==> src/rtl/m_element_supplier.sv <==
// m_element_supplier: streams weight-ROM bursts in response to queued m-element requests
module m_element_supplier #(
  parameter int ROW_LEN    = 8,
  parameter int NUM_ROWS   = 64,
  parameter int ADDR_WIDTH = 9,
  parameter int PEND_MAX   = 7
) (
  input  logic                  clock,
  input  logic                  clear_n,
  input  logic                  en,
  input  logic                  m_element_requested,
  output logic [ADDR_WIDTH-1:0] weight_rom_address,
  output logic                  weight_rom_enable,
  input  logic [15:0]           weight_rom_data,
  output logic [15:0]           m_element,
  output logic                  m_element_ready,
  output logic                  last_m_element,
  output logic                  request_overflow,
  output logic                  finished
);
  localparam int PW = $clog2(PEND_MAX + 1);
  localparam int IW = $clog2(ROW_LEN);
  localparam int RW = $clog2(NUM_ROWS + 1);
  typedef enum logic [1:0] {IDLE, READ, DRAIN, DONE} t_state;
  t_state                r_state;
  logic [PW-1:0]         r_pending;
  logic [IW-1:0]         r_idx;
  logic [RW-1:0]         r_rows;
  logic [ADDR_WIDTH-1:0] r_addr;
  logic                  r_v1, r_l1, r_v2, r_l2;
  logic [15:0]           r_m_element;
  logic                  r_overflow, r_finished;
  logic                  w_req, w_any, w_read, w_row_end, w_all_done, w_launch, w_drop;
  assign w_req      = m_element_requested & ~r_finished;
  assign w_any      = (r_pending != '0) | w_req;
  assign w_read     = en & (r_state == READ);
  assign w_row_end  = w_read & (r_idx == IW'(ROW_LEN - 1));
  assign w_all_done = w_row_end & (r_rows == RW'(NUM_ROWS - 1));
  assign w_launch   = en & w_any & ((r_state == IDLE) | (w_row_end & ~w_all_done));
  assign w_drop     = w_req & ~w_launch & (r_pending == PW'(PEND_MAX));
  assign weight_rom_address = r_addr;
  assign weight_rom_enable  = w_read;
  assign m_element          = r_m_element;
  assign m_element_ready    = r_v2 & en;
  assign last_m_element     = r_v2 & r_l2 & en;
  assign request_overflow   = r_overflow;
  assign finished           = r_finished;
  // request queue, read sequencing, two-stage output pipeline and burst FSM
  always_ff @(posedge clock) begin
    if (!clear_n) begin
      r_state     <= IDLE;
      r_pending   <= '0;
      r_idx       <= '0;
      r_rows      <= '0;
      r_addr      <= '0;
      r_v1        <= 1'b0;
      r_l1        <= 1'b0;
      r_v2        <= 1'b0;
      r_l2        <= 1'b0;
      r_m_element <= '0;
      r_overflow  <= 1'b0;
      r_finished  <= 1'b0;
    end else begin
      if (w_req & ~w_launch & ~w_drop)
        r_pending <= r_pending + PW'(1);
      else if (~w_req & w_launch)
        r_pending <= r_pending - PW'(1);
      if (w_drop)
        r_overflow <= 1'b1;
      if (en) begin
        r_v1 <= w_read;
        r_l1 <= w_row_end;
        r_v2 <= r_v1;
        r_l2 <= r_l1;
        if (r_v1)
          r_m_element <= weight_rom_data;
      end
      if (w_read) begin
        r_addr <= w_all_done ? r_addr : r_addr + ADDR_WIDTH'(1);
        r_idx  <= w_row_end ? '0 : r_idx + IW'(1);
      end
      if (w_row_end)
        r_rows <= r_rows + RW'(1);
      case (r_state)
        IDLE:    r_state <= w_launch ? READ : IDLE;
        READ:    r_state <= !w_row_end ? READ : w_all_done ? DRAIN : w_any ? READ : IDLE;
        DRAIN: begin
          if (en & ~r_v1) begin
            r_state    <= DONE;
            r_finished <= 1'b1;
          end
        end
        default: r_state <= DONE;
      endcase
    end
  end
endmodule
==> config.mk <==
export PLATFORM = sky130hd
export DESIGN_NAME = m_element_supplier
export DESIGN_NICKNAME = d
export VERILOG_FILES = /design/src/rtl/m_element_supplier.sv
export SDC_FILE = /design/constraint.sdc
export NUM_CORES = 1
export LEC_CHECK = 0
export BUFFER_PORTS_ARGS = -buffer_cell sky130_fd_sc_hd__buf_2
export CORE_ASPECT_RATIO = 1.25
export CORE_MARGIN = 2
export CORE_UTILIZATION = 52
export CTS_CLUSTER_SIZE = 14
export DETAILED_ROUTE_END_ITERATION = 8
export GPL_TIMING_DRIVEN = 0
export PLACE_DENSITY_LB_ADDON = 0.05
export SYNTH_ARGS = -nofsm -noshare
export SYNTH_HDL_FRONTEND = slang
export SYNTH_SLANG_ARGS = --single-unit
export TNS_END_PERCENT = 20
==> constraint.sdc <==
create_clock -name clock -period 2.5 [get_ports clock]
set_input_delay 0.125 -clock clock [delete_from_list [all_inputs] [get_ports clock]]
set_output_delay 0.125 -clock clock [all_outputs]
set_load 0.03 [all_outputs]
==> results.ini <==
[outcome]
status=completed

[timing]
timing_hold_violations_final=0
skew_ps=2.06
maxSlewHeadroom_pct=67.5
drv_slew=0
worstMarginPinSlew_ps=488
setup_viol_count_final=0
period_share_pct=91.8
fin_crit_ps=2300
rsz0062_at_grt=no
fmaxAchievable_ghz=0.436

[synth]
syn_area_per_cell_um2=8.66
syn_nets=259
synthArstFlopShare_pct=0
yosysMostFrequentCell=dfxtp_1
netlist_instances=234
syn_area_mm2=0.00203
ys_types=48
synth.largest_area_cell=dfxtp_1
yosys-top-cells-area=dfxtp_1 45%, nand2_1 8.3%, a21oi_1 7.2%
synth_edf_count=0
synth_common_cells=46 x dfxtp_1, 45 x nand2_1, 29 x a21oi_1
synth-main-ff-cell=dfxtp_1
ys_ff_latch=46
yosysSeqAreaShare_pct=45.4
yosys.area.top_type_share_pct=45.4
yosysWarnings=0

[worst_setup_path]
worstReg2RegStart=r_rows[0]
crit_type=register to register
cp-start-kind=register
cp-startpoint=r_rows[0]
critical_path_arrival_ps=2500
rrSetupSlack_ps=200
reg2regPathDepth=8
end_kind=register
crit_fanout=7
required_ps=2710
endpoint=r_pending[1]
r2r-end=r_pending[1]

[detailed_routing]
ant_nets=0
firstDrtPassIters=4
post_drt_wl_per_cell_um=11.9
initialDrtViolationCount=99
drc=0
via_count=1816
drt_wl_total_mm=3.98
vias_per_cell=5.45

[grt]
gr-usage-met3_pct=4.93
antenna_found_initial=0
use_met1_pct=23.1
grt_max_degree=14
grt_util_all_layers_pct=19.5
grt_pass1_wl_mm=6.66
busiest_layer=met2
grt_overflow=0
grt_use_met2_pct=33.7
grt_pass1_vias=1586

[clock_tree]
clk_pin_slew_ps=80
clock-root-buffer=clkbuf_8
cts.sinks=46
insertion_delay_ps=290
cts_tree=done
numCtsBuffers=5
clk_path_buf_depth=2
ctsHoldBuffers=0
htreeDepth=2

[pwr]
ir_worst_vdd_uv=317
p_sw_w=0.000353
switching_share_pct=25.4
p_leak_nw=1.05
internal_power_w=0.00104
seq_power_share_pct=55.5
power_w=0.00139
clkPwrFrac_pct=33.1
comb_power_share_pct=11.4
cellPowerDensity_mw_per_mm2=570

[floorplanning]
coreArea_mm2=0.00375
fp.dieW_um=59.8
die_y_um=73.8
die_area_mm2=0.00442
io_pins=50
rows=25
start_util_pct=54.0

[min_path]
worstHoldPathType=input pin to register
holdPathStages=3
hold_path.startpoint=weight_rom_data[10]

[final_layout]
antenna_cells=0
syn_to_final_growth_pct=20.4
nets=317
drive_above_1_share_pct=22.5
fin_cells=333
fillers=360

[place]
gp_congestion=0.742
port_buffers=49
placed_cells=323
post-dp-hpwl_mm=2.87

[run]
drv_cap=0

## worst max-delay path, cell delays in order (launching register included)
cell and delay (ps):
dfxtp_1 370, ha_1 220, nand4_2 270, o221ai_4 270, nand3_1 130, fa_1 520, and3_1 140, a211oi_1 40
a311oi_1 240
## placed cells by master (no fill, tap or decap), drive strengths merged, types with 2 or more instances in the layout
cell,instances
ha,4
o21ai,4
nor2,21
a31oi,2
inv,5
xor2,7
clkinv,3
nand3,5
nand3b,4
buf,54
nand4b,2
nand2,45
nand4,4
dfxtp,46
or3,2
clkbuf,13
nor2b,3
o31ai,4
or4,4
and3,4
mux2i,4
a21oi,29
xnor2,2
nand2b,2
o211ai,3
## cell families (layout without fill, tap and decap cells)
kind of cell	after synthesis	count (layout)	synth area share (%)
simple gates	102	102	25.1
compound gates	52	52	16.4
flops	46	46	45.4
buf+inv	16	75	3.83
xor+xnor	9	9	3.89
fa+ha+maj	5	5	3.46
mux	4	4	1.98
## per-layer routing
layer  vias to the layer above  part of all wire (%)
li1                        935                     -
met1                       832                    46
met2                        43                    48
met3                         6                   4.4
met4                         0                   1.3
met5                         -                     0
## per-stage QoR
step / setup TNS [ps] / util (%) / instance area, um^2 / hold WS [ps] / setup slack, ps
2_1_floorplan: 0 / - / 2030 / 243 / 257
3_3_place_gp: 0 / 61.9 / 2320 / 365 / 10.5
3_5_place_dp: -38.0 / 61.9 / 2320 / 371 / -38.0
4_1_cts: 0 / 64.6 / 2420 / 52.6 / 38.2
5_1_grt: 0 / 65.0 / 2440 / 58.2 / 69.1
6_report: 0 / 65.0 / 2440 / 59.2 / 205
## state kept, by name, summed over array words and instances, names as in the netlist
signal / cells
r_rows: 7
r_v1: 1
r_l2: 1
r_idx: 3
r_l1: 1
request_overflow: 1
r_v2: 1
weight_rom_address: 9
m_element: 16
r_pending: 3
finished: 1
r_state: 2
## worst min path at each step
stage                               end  slack, ps
after floorplan              r_state[1]        240
after global placement    m_element[10]        360
after detailed placement  m_element[10]        370
after CTS                 m_element[10]         50
after global routing       m_element[8]         60
final                     m_element[10]         60
## power groups by stage
stage	Combinational, W	Sequential, W	Clock, W
after floorplan	0.0000919	0.000800	0
after global placement	0.000151	0.000788	0
after detailed placement	0.000152	0.000788	0
after CTS	0.000155	0.000771	0.000476
after global routing	0.000177	0.000774	0.000509
final	0.000159	0.000771	0.000461
## timing repair
action / 4_1_cts / 5_1_grt
resized for setup: 1 / 0
endpoints found under the setup margin: 1 / 2
pin swaps: 0 / 1
gates cloned: 0 / 0
buffers inserted: 0 / 2
## area by class of cell
cell class / count / area, um^2 / share of cell area (%)
multi-input combinational: 172 / 1040 / 42.6
sequential: 46 / 921 / 37.7
timing repair buffer: 51 / 260 / 10.7
clock buffer: 7 / 86.3 / 3.54
tap: 40 / 50.0 / 2.05
buffer: 9 / 46.3 / 1.90
inverter: 7 / 31.3 / 1.28
clock inverter: 1 / 5.00 / 0.205
Note: power is estimated with default switching activity, not from simulation.
